==> config.mk <==
export PLATFORM = sky130hd
export DESIGN_NAME = bit_serializer_flat
export DESIGN_NICKNAME = d
export VERILOG_FILES = /design/src/rtl/serializer_pkg.sv /design/src/rtl/bit_serializer_if.sv /design/src/rtl/ser_shift_reg.sv /design/src/rtl/bit_serializer.sv /design/src/flat_wrapper.sv
export SDC_FILE = /design/constraint.sdc
export NUM_CORES = 1
export LEC_CHECK = 0
export ABC_AREA = 1
export CORE_MARGIN = 10
export CORE_UTILIZATION = 30
export CTS_CLUSTER_SIZE = 40
export DETAILED_ROUTE_END_ITERATION = 12
export PLACE_DENSITY = 0.55
export SYNTH_ARGS = -nofsm -noshare
export SYNTH_HDL_FRONTEND = slang
export SYNTH_SLANG_ARGS = --single-unit
==> constraint.sdc <==
create_clock -name clk -period 2.3 [get_ports clk]
set_input_delay 0.46 -clock clk [delete_from_list [all_inputs] [get_ports clk]]
set_output_delay 0.46 -clock clk [all_outputs]
set_load 0.005 [all_outputs]
==> src/rtl/serializer_pkg.sv <==
// Shared types and helpers for bit_serializer.
// Holds the FSM state enum, the default word width and the head-bit position helper.
// Optional feature macro: BIT_SERIALIZER_PARITY_EN (PARITY state is only used when it is defined).
package serializer_pkg;

  localparam int unsigned DEF_WIDTH = 8;

  typedef enum logic [1:0] {
    IDLE   = 2'd0,
    SHIFT  = 2'd1,
    PARITY = 2'd2
  } ser_state_t;

  // Bit position that leaves the shift register first.
  function automatic int unsigned head_index(input int unsigned width, input bit lsb_first);
    return lsb_first ? 0 : width - 1;
  endfunction

endpackage

==> src/rtl/bit_serializer_if.sv <==
// Word-in / bit-out bus of bit_serializer.
// master: word producer (drives in_valid/in_word, observes everything else).
// slave : serializer (drives in_ready, data, data_valid, frame_done).
interface bit_serializer_if
  import serializer_pkg::*;
#(
  parameter int unsigned WIDTH = DEF_WIDTH
);

  logic             in_valid;
  logic             in_ready;
  logic [WIDTH-1:0] in_word;
  logic             data;
  logic             data_valid;
  logic             frame_done;

  modport master (
    output in_valid, in_word,
    input  in_ready, data, data_valid, frame_done
  );

  modport slave (
    input  in_valid, in_word,
    output in_ready, data, data_valid, frame_done
  );

endinterface

==> src/rtl/ser_shift_reg.sv <==
// WIDTH-bit load/shift register for bit_serializer.
// Ports: clk, rst (sync, active-high), load (takes load_word, wins over shift),
//        shift (moves the next bit to the head), load_word, head (current outgoing bit).
// LSB_FIRST selects shift direction and head position.
module ser_shift_reg
  import serializer_pkg::*;
#(
  parameter int unsigned WIDTH     = DEF_WIDTH,
  parameter bit          LSB_FIRST = 1'b0
) (
  input  logic             clk,
  input  logic             rst,
  input  logic             load,
  input  logic             shift,
  input  logic [WIDTH-1:0] load_word,
  output logic             head
);

  localparam int unsigned HEAD_IDX = head_index(WIDTH, LSB_FIRST);

  logic [WIDTH-1:0] sr_q;
  logic [WIDTH-1:0] shifted_c;

  // Vacated positions fill with zero; they are never sent before a reload.
  if (LSB_FIRST) begin : g_lsb
    assign shifted_c = {1'b0, sr_q[WIDTH-1:1]};
  end else begin : g_msb
    assign shifted_c = {sr_q[WIDTH-2:0], 1'b0};
  end

  always_ff @(posedge clk) begin
    if (rst) begin
      sr_q <= '0;
    end else if (load) begin
      sr_q <= load_word;
    end else if (shift) begin
      sr_q <= shifted_c;
    end
  end

  assign head = sr_q[HEAD_IDX];

endmodule

==> src/rtl/bit_serializer.sv <==
// Parallel-to-serial front end: accepts WIDTH-bit words on a valid/ready
// handshake and emits one bit per clock on data, words back to back.
// Ports: clk, rst (sync, active-high), bus (bit_serializer_if.slave):
//        in_valid/in_ready/in_word in, data/data_valid/frame_done out.
// Macro BIT_SERIALIZER_PARITY_EN appends one even-parity bit per word.
module bit_serializer
  import serializer_pkg::*;
#(
  parameter int unsigned WIDTH     = DEF_WIDTH,
  parameter bit          LSB_FIRST = 1'b0
) (
  input  logic                  clk,
  input  logic                  rst,
  bit_serializer_if.slave       bus
);

  localparam int unsigned CNT_W = $clog2(WIDTH);
  localparam logic [CNT_W-1:0] CNT_LAST = CNT_W'(WIDTH - 1);

  ser_state_t       state_q, state_d;
  logic [CNT_W-1:0] cnt_q, cnt_d;
  logic             last_c;
  logic             head_c;
  logic             load_c;
  logic             shift_c;
  logic             ready_c;
  logic             data_c;
  logic             valid_c;
  logic             done_c;

`ifdef BIT_SERIALIZER_PARITY_EN
  logic             parity_q;
`endif

  assign last_c = (cnt_q == CNT_LAST);

  ser_shift_reg #(
    .WIDTH     (WIDTH),
    .LSB_FIRST (LSB_FIRST)
  ) u_shift (
    .clk       (clk),
    .rst       (rst),
    .load      (load_c),
    .shift     (shift_c),
    .load_word (bus.in_word),
    .head      (head_c)
  );

  // State and bit counter.
  always_ff @(posedge clk) begin
    if (rst) begin
      state_q <= IDLE;
      cnt_q   <= '0;
    end else begin
      state_q <= state_d;
      cnt_q   <= cnt_d;
    end
  end

`ifdef BIT_SERIALIZER_PARITY_EN
  // Even parity of the word is captured at acceptance, before in_word may change.
  always_ff @(posedge clk) begin
    if (rst) begin
      parity_q <= 1'b0;
    end else if (load_c) begin
      parity_q <= ^bus.in_word;
    end
  end
`endif

  // Next state, handshake and output decode from registered state.
  always_comb begin
    state_d = state_q;
    cnt_d   = cnt_q;
    load_c  = 1'b0;
    shift_c = 1'b0;
    ready_c = 1'b0;
    data_c  = 1'b0;
    valid_c = 1'b0;
    done_c  = 1'b0;

    case (state_q)
      IDLE: begin
        ready_c = 1'b1;
      end
      SHIFT: begin
        data_c  = head_c;
        valid_c = 1'b1;
        shift_c = 1'b1;
        if (!last_c) begin
          cnt_d = cnt_q + CNT_W'(1);
        end else begin
`ifdef BIT_SERIALIZER_PARITY_EN
          state_d = PARITY;
`else
          state_d = IDLE;
          ready_c = 1'b1;
          done_c  = 1'b1;
`endif
        end
      end
`ifdef BIT_SERIALIZER_PARITY_EN
      PARITY: begin
        data_c  = parity_q;
        valid_c = 1'b1;
        done_c  = 1'b1;
        ready_c = 1'b1;
        state_d = IDLE;
      end
`endif
      default: begin
        state_d = IDLE;
      end
    endcase

    if (rst) begin
      ready_c = 1'b0;
    end

    // A new word overrides the end-of-frame return to IDLE, giving gapless streaming.
    if (bus.in_valid && ready_c) begin
      state_d = SHIFT;
      cnt_d   = '0;
      load_c  = 1'b1;
    end
  end

  assign bus.in_ready   = ready_c;
  assign bus.data       = data_c;
  assign bus.data_valid = valid_c;
  assign bus.frame_done = done_c;

endmodule
==> src/flat_wrapper.sv <==
// flat-port wrapper written by rule: the top's interface ports become plain ports
module bit_serializer_flat import serializer_pkg::*;
#(
  parameter int unsigned WIDTH     = DEF_WIDTH,
  parameter bit          LSB_FIRST = 1'b0
)
  (clk, rst, bus_in_valid, bus_in_word, bus_in_ready, bus_data, bus_data_valid, bus_frame_done);
  bit_serializer_if #(.WIDTH(WIDTH)) bus_i ();
  input  logic clk;
  input  logic rst;
  input wire logic [$bits(bus_i.in_valid)-1:0] bus_in_valid;
  input wire logic [$bits(bus_i.in_word)-1:0] bus_in_word;
  output wire logic [$bits(bus_i.in_ready)-1:0] bus_in_ready;
  output wire logic [$bits(bus_i.data)-1:0] bus_data;
  output wire logic [$bits(bus_i.data_valid)-1:0] bus_data_valid;
  output wire logic [$bits(bus_i.frame_done)-1:0] bus_frame_done;
  assign bus_i.in_valid = bus_in_valid;
  assign bus_i.in_word = bus_in_word;
  assign bus_in_ready = bus_i.in_ready;
  assign bus_data = bus_i.data;
  assign bus_data_valid = bus_i.data_valid;
  assign bus_frame_done = bus_i.frame_done;
  bit_serializer #(.WIDTH(WIDTH), .LSB_FIRST(LSB_FIRST)) u_core (.clk(clk), .rst(rst), .bus(bus_i));
endmodule
# Yosys cells after proc, flatten, opt, wreduce, memory -nomap -nowiden
# Index checks and enable logic that the tools add are counted.
[totals] word_cells=31 in_bits=11 regBits=13 output_inout_bits=4
[op_classes] n_mux=12 bitwise=2 add_sub_neg=1 eq_ne=5 n_reduce_logical=7
[op_table] operator="2-to-1 mux 8 bit" n=2
[op_table] operator="2-to-1 mux 1 bit" n=7
[op_table] operator="AND reduction 2 bit" n=3
[op_table] operator="!= test 2 x 1 -> 1 bit (second input constant)" n=2
[op_table] operator="one-hot mux 2 bit (2 select lines)" n=1
[op_table] operator="adder 3 x 1 -> 3 bit (second input constant)" n=1
[op_table] operator="== test 3 bit (second input constant)" n=1
[op_table] operator="!= test 3 x 1 -> 1 bit (second input constant)" n=1
[op_table] operator="== test 2 x 1 -> 1 bit (second input constant)" n=1
[op_table] operator="zero test 2 bit" n=1
[op_table] operator="2-to-1 mux 2 bit" n=1
[op_table] operator="NOT 1 bit" n=2
[op_table] operator="one-hot mux 1 bit (2 select lines)" n=1
[op_table] operator="nonzero test 2 bit" n=1
[op_table] operator="OR reduction 2 bit" n=1
[op_table] operator="logical AND 1 bit" n=1

# Depth between registers and ports, before layout
# Gate-level depths: netlist (run 1).
[logic_depth] word_depth=7 ltp_mapped=10 ltp_nobuf=9

# Modules after synthesis
# A second synthesis (run 1) with hierarchy kept.
[hier_totals] cells_unflattened=95 area_unflattened_um2=636.9
[modules_own_cells] mod="ser_shift_reg" cells_per_inst=60 instances=1 area_each_um2=399.1
[modules_own_cells] mod="bit_serializer" cells_per_inst=35 instances=1 area_each_um2=237.7

# Least setup slack after synthesis (run 1)
# OpenSTA, ideal clock, no wires.
[synth_timing] kind="register to output" start="register u_core.cnt_q[0]" end="output port bus_in_ready" required_ps=1840 stages_incl_launch_ff=5 setup_slack_ps=874 n_path_buf=0 arrival_time_ps=966 cell_sequence="dfxtp_1 ha_1 ha_1 nor2_2 nor2_4"
[synth_between] elab_chain_len=4
[synth_rtl] element="start: declaration" line="bit_serializer.sv:21" source="logic [CNT_W-1:0] cnt_q, cnt_d;"
[synth_rtl] element="start signal: assignment" line="bit_serializer.sv:56" source="cnt_q <= cnt_d;"
[synth_rtl] element="== test 3 bit" line="bit_serializer.sv:35" source="assign last_c = (cnt_q == CNT_LAST);"
[synth_rtl] element="2-to-1 mux 1 bit" line="bit_serializer.sv:90" source="if (!last_c) begin"
[synth_rtl] element="one-hot mux 1 bit (2 select lines)" line="bit_serializer.sv:82" source="case (state_q)"
[synth_rtl] element="2-to-1 mux 1 bit" line="bit_serializer.sv:116" source="if (rst) begin"
[synth_rtl] element="end: declaration" line="flat_wrapper.sv:13" source="output wire logic [$bits(bus_i.in_ready)-1:0] bus_in_ready;"
# No other way between the ends.

# Final worst setup path (run 1)
# Ends and elaborated chain as after synthesis.

==> results of run 1 <==
==> cells in the mapped netlist <==
library cell	n	area [um2]
nand3_1	27	135
nand2_1	17	63.8
dfxtp_1	12	240
inv_1	12	45.0
inv_2	3	11.3
nand3_2	3	30.0
a21oi_1	2	10.0
ha_1	2	25.0
buf_6	1	11.3
buf_8	1	15.0
clkbuf_8	1	13.8
nand2_2	1	6.26
nand2_4	1	11.3
nand3_4	1	17.5
nor2_1	1	3.75
nor2_2	1	6.26
nor2_4	1	11.3
xor2_1	1	8.76
==> state kept, by name, indices dropped and copies added (netlist names) <==
signal / count
u_core.state_q: 1
u_core.u_shift.sr_q: 8
u_core.cnt_q: 3
==> layout make-up <==
class	count	area [um2]
sequential	12	240
timing repair buffer	17	163
tap	27	33.8
inverter	15	56.3
fill	240	1190
multi-input combinational	58	334
clock buffer	3	22.5
==> path summary, 6_finish.rpt <==
kind                                              from                endpoint  slack (ns)
worst max-delay path                   u_core.cnt_q[0]            bus_in_ready        0.15
worst min register to register  u_core.u_shift.sr_q[0]  u_core.u_shift.sr_q[0]        0.49
worst min-delay path            u_core.u_shift.sr_q[0]  u_core.u_shift.sr_q[0]        0.49
worst max register to register         u_core.cnt_q[0]  u_core.u_shift.sr_q[6]        0.80
==> power by group <==
group / total [mW] / internal [mW] / switching, mW
sequential: 0.224 / 0.218 / 0.00602
combinational: 0.0869 / 0.0416 / 0.0454
clock: 0.128 / 0.0606 / 0.0670
total: 0.438 / 0.320 / 0.118
==> metal layers <==
layer,share of wire,global-route usage,vias to the layer above
met5,0,0,-
li1,-,-,319
met3,0.052,0.0284,2
met4,0.014,0.0308,0
met1,0.43,0.0812,268
met2,0.50,0.127,10
==> worst min-delay path, delay by kind of cell, from the launching register on <==
family | cells | cell delay, ns
flops | 1 | 0.31
compound gates | 1 | 0.06
simple gates | 1 | 0.07
==> cell families (layout without fill, tap and decap cells) <==
| family | Yosys count | count (layout) | synth area share |
|---|---|---|---|
| flops | 12 | 12 | 0.361 |
| simple gates | 53 | 53 | 0.429 |
| compound gates | 2 | 2 | 0.0150 |
| xor+xnor | 1 | 1 | 0.0132 |
| buf+inv | 18 | 35 | 0.145 |
| fa+ha+maj | 2 | 2 | 0.0376 |
==> per-stage QoR <==
| step | utilization | power [mW] | worst slack (ns) | instances | instance area [um2] |
|---|---|---|---|---|---|
| 2_1_floorplan | - | 0.283 | 0.874 | 88 | 666 |
| 3_3_place_gp | 0.403 | 0.314 | 0.213 | 129 | 822 |
| 3_5_place_dp | 0.403 | 0.316 | 0.204 | 129 | 822 |
| 4_1_cts | 0.414 | 0.446 | 0.0901 | 132 | 845 |
| 5_1_grt | 0.416 | 0.465 | 0.0266 | 132 | 850 |
| 6_report | 0.416 | 0.438 | 0.151 | 132 | 850 |
==> repair_timing <==
action | CTS | global route
endpoints found under the hold margin | 0 | 0
resized for setup | 0 | 1
setup endpoints to repair | 0 | 1
==> impl_metrics.csv, run 1 <==
group,metric,value,unit
status,outcome,"complete, no violations",
logic_synthesis,syn_nets,101,
logic_synthesis,synth.ff_latch_count,12,
critical_path,path_depth,5,
global_routing,grt_usage,0.0746,
floorplanning,core_region_area,2040,um2
floorplanning,placementRows,16,
drt,drc,0,
floorplanning,die_area,4500,um2
sta,hold_viol,0,
cts,numCtsBuffers,3,
pwr,leakage,0.428,nW
critical_path,crit_path_cell_trace,"ha_1 -> ha_1 -> nor2_4 -> nor2_4 -> clkdlybuf4s50_1",
sta,hold_slack,0.485,ns
critical_path,worst-path-buf-inv,1,
critical_path,cp_max_fo,3,
global_routing,grt_pass1_vias,584,
sta,finalCritPeriodShare,0.934,
logic_synthesis,synthDistinctLibCells,18,
pwr,peakVddDrop,0.000386,V
drt,drtAntennaViolNets,0,
global_routing,grt_pass1_wl,2570,um
placed_design,hpwl,1120,um
logic_synthesis,syn_avg_cell_area,7.56,um2
pwr,power.density,516,nW/um2
sta,max_freq,465,MHz
drt,vias,599,
finish,layout_common_cells,"nand3_1 (27), nand2_1 (17), clkdlybuf4s50_1 (14)",
drt,drt_iter0_markers,34,
min_path,hp-class,"flip-flop to flip-flop",
critical_path,start_kind,"flip-flop",
cts,clkSinkCount,12,
flow_run,cap_violations,0,
cts,cts_tree,"done",
global_routing,grt_max_degree,18,
critical_path,worstSetupEndpointType,"output pin",
sta,worstMarginPinSlew,0.213,ns
sta,tns,0,ns
critical_path,cp_data_required_time,1.84,ns
logic_synthesis,netlist_area,666,um2
finish,final_common_cell,"nand3_1",
cts,cts_setup_buffers,0,
finish,num_antenna_cells,0,
global_routing,grt_overflow,0,
sta,rsz0062_at_grt,"false",
critical_path,critical-path-max-stage-delay,0.45,ns
finish,layout-drive-gt1-share,0.162,
cts,htreeDepth,1,
cts,holdBufCountCts,0,
logic_synthesis,seq_area_frac_synth,0.361,
placed_design,routabilityCongestion,0.730,
floorplanning,start_util,0.326,
sta,setup_viol,0,
drt,wire_per_inst,11.3,um
floorplanning,io_pins,15,
global_routing,antenna_found_initial,0,
sta,slew_headroom,0.857,
cts,cts-root-buf,"clkbuf_4",
critical_path,cp.arrival,1.69,ns
critical_path,cp_slowest_cell,"clkdlybuf4s50_1",
critical_path,cpLargestDelayFamily,"buffers and inverters",
finish,fin_nets,120,
floorplanning,fp.dieW,67.1,um
critical_path,r2r_cells,9,
cts,cts_buffer_depth,2,
drt,finalWirelength,1490,um
critical_path,path_class,"flip-flop to output pin",
cts,clk_pin_slew,0.07,ns
cts,clk_latency,0.27,ns
drt,dr.pass1.iters,2,
sta,drv_slew,0,
sta,clock_skew,0.000864,ns
placed_design,portBuffers,14,
drt,avgViaCountPerCell,4.54,
logic_synthesis,syn_inst,88,
sta,fin_crit,2.15,ns
finish,syn2layout_area_growth,27.6,%
floorplanning,dieHeight,67.1,um
min_path,hold_depth,2,
logic_synthesis,synth_warnings,0,
Note: power is estimated with default switching activity, not from simulation.
==> run 2, diff against run 1 <==
--- a/config.mk
+++ b/config.mk
@@ -10,7 +10,9 @@
 export CORE_UTILIZATION = 30
 export CTS_CLUSTER_SIZE = 40
 export DETAILED_ROUTE_END_ITERATION = 12
-export PLACE_DENSITY = 0.55
+export HOLD_SLACK_MARGIN = 0.12
+export PLACE_DENSITY_LB_ADDON = 0.08
+export SLEW_MARGIN = 20
 export SYNTH_ARGS = -nofsm -noshare
 export SYNTH_HDL_FRONTEND = slang
 export SYNTH_SLANG_ARGS = --single-unit
==> run 2 against run 1 <==
Clock power about the same. Highest routed layer unchanged. Die area is the same. Setup slack got worse by 0.048 ns. Routed wire length shrank 1.8%. Critical endpoint unchanged. Largest power group unchanged. First-iteration DRC count shrank 21%. Global-route usage fell by 0.31 points. Count of clock-buffer cells in the layout stayed put.
==> impl_metrics.csv, run 2 (synthesis results as in run 1) <==
group,metric,value,unit
status,outcome,"complete, no violations",
floorplanning,fp.dieW,67.1,um
global_routing,grt_max_degree,18,
global_routing,antenna_found_initial,0,
cts,clk_latency,0.26,ns
finish,layout_common_cells,"nand3_1 (27), nand2_1 (17), clkdlybuf4s50_1 (14)",
critical_path,cp_max_fo,3,
cts,cts_setup_buffers,0,
floorplanning,core_region_area,2040,um2
finish,fin_nets,121,
finish,multi_input_area,329,um2
critical_path,start_kind,"flip-flop",
pwr,power.switching,0.117,mW
drt,drt_iter0_markers,27,
sta,hold_slack,0.484,ns
floorplanning,dieHeight,67.1,um
cts,numCtsBuffers,3,
cts,cts-root-buf,"clkbuf_4",
sta,hold_viol,0,
finish,largest_reg_flops,8,
finish,layout-drive-gt1-share,0.170,
finish,top_register,"u_core.u_shift.sr_q",
sta,worstMarginPinSlew,0.215,ns
finish,nFillCells,230,
global_routing,grt_use_met1,0.0819,
placed_design,placed_cells,130,
finish,syn2layout_area_growth,28.0,%
cts,holdBufCountCts,0,
placed_design,pre_cts_slack,0.252,ns
sta,fin_crit,2.20,ns
cts,clk_pin_slew,0.07,ns
sta,tns,0,ns
sta,clock_skew,0.00241,ns
floorplanning,placementRows,16,
finish,layout.cells.non_filler,133,
global_routing,grt-busiest-layer,"met2",
global_routing,grt_pass1_vias,560,
drt,dr.pass1.iters,5,
sta,setup_viol,0,
cts,post_cts_resized,0,
floorplanning,die_area,4500,um2
pwr,p_int,0.321,mW
sta,fin_ws,0.103,ns
critical_path,cp.arrival,1.74,ns
cts,cts_tree,"done",
placed_design,hpwl,1120,um
finish,final_common_cell,"nand3_1",
pwr,power.density,514,nW/um2
drt,drtAntennaViolNets,0,
floorplanning,start_util,0.326,
sta,slew_headroom,0.857,
global_routing,grt_usage,0.0715,
critical_path,cp_data_required_time,1.84,ns
min_path,hp-class,"flip-flop to flip-flop",
cts,clkSinkCount,12,
placed_design,portBuffers,14,
placed_design,routabilityCongestion,0.731,
global_routing,use_met2,0.111,
drt,avgViaCountPerCell,4.41,
pwr,pwr-share-seq,0.511,
sta,finalCritPeriodShare,0.955,
pwr,sw_frac_of_total,0.268,
pwr,leakage,0.432,nW
pwr,power_frac_clock,0.291,
drt,wire_per_inst,11.0,um
finish,num_antenna_cells,0,
flow_run,cap_violations,0,
pwr,p_comb_frac,0.198,
finish,seq_area,240,um2
sta,drv_slew,0,
sta,rsz0062_at_grt,"false",
pwr,total_power,0.438,mW
global_routing,grt_pass1_wl,2500,um
cts,htreeDepth,1,
critical_path,path_class,"flip-flop to output pin",
pwr,peakVddDrop,0.000309,V
global_routing,global_route.usage.met3,0.0284,
critical_path,worstSetupEndpointType,"output pin",
sta,max_freq,455,MHz
finish,reg.largest.list,"u_core.u_shift.sr_q (8), u_core.cnt_q (3), u_core.state_q (1)",
cts,cts_buffer_depth,2,
global_routing,grt_overflow,0,
drt,vias,587,
drt,drc,0,
floorplanning,io_pins,15,
drt,finalWirelength,1460,um
==> run 2: cell count changes in the layout (fill, tap and decap cells not counted) <==
cell / change
nor2_2: +1
buf_4: +1
nor2_4: -1
==> run 2: critical path, cell delays in order, from the launching register on <==
cell	delay, ns
dfxtp_1	0.33
ha_1	0.20
ha_1	0.23
nor2_2	0.21
nor2_4	0.06
clkdlybuf4s50_1	0.45
==> run 2: cell type report <==
type | count | share of cell area
sequential | 12 | 0.282
clock buffer | 3 | 0.0264
inverter | 15 | 0.0661
timing repair buffer | 18 | 0.200
multi-input combinational | 58 | 0.386
tap | 27 | 0.0396
==> run 2: power groups by stage <==
| stage | clock [mW] | combinational [mW] | sequential (mW) |
|---|---|---|---|
| after floorplan | 0 | 0.0545 | 0.228 |
| after global placement | 0 | 0.0878 | 0.229 |
| after detailed placement | 0 | 0.0882 | 0.229 |
| after CTS | 0.136 | 0.0888 | 0.224 |
| after global routing | 0.146 | 0.0976 | 0.225 |
| final | 0.127 | 0.0868 | 0.224 |
==> run 2: layer usage <==
layer | vias to the layer above | routed length [um]
met1 | 248 | 663
met3 | 2 | 126
li1 | 320 | -
met5 | - | 0
met2 | 17 | 660
met4 | 0 | 9
==> run 2: through the flow <==
| step | utilization | instance area, um2 |
|---|---|---|
| floorplan | - | 666 |
| global placement | 0.406 | 830 |
| detailed placement | 0.406 | 830 |
| CTS | 0.417 | 852 |
| global route | 0.417 | 852 |
| finish | 0.417 | 852 |
==> run 2: worst paths after layout <==
check,startpoint,to,slack (ns),depth (start not counted)
worst max-delay path,u_core.cnt_q[0],bus_in_ready,0.10,5
worst min-delay path,u_core.u_shift.sr_q[0],u_core.u_shift.sr_q[0],0.48,2
worst max register to register,u_core.cnt_q[0],u_core.u_shift.sr_q[7],0.79,9
worst min register to register,u_core.u_shift.sr_q[0],u_core.u_shift.sr_q[0],0.48,2
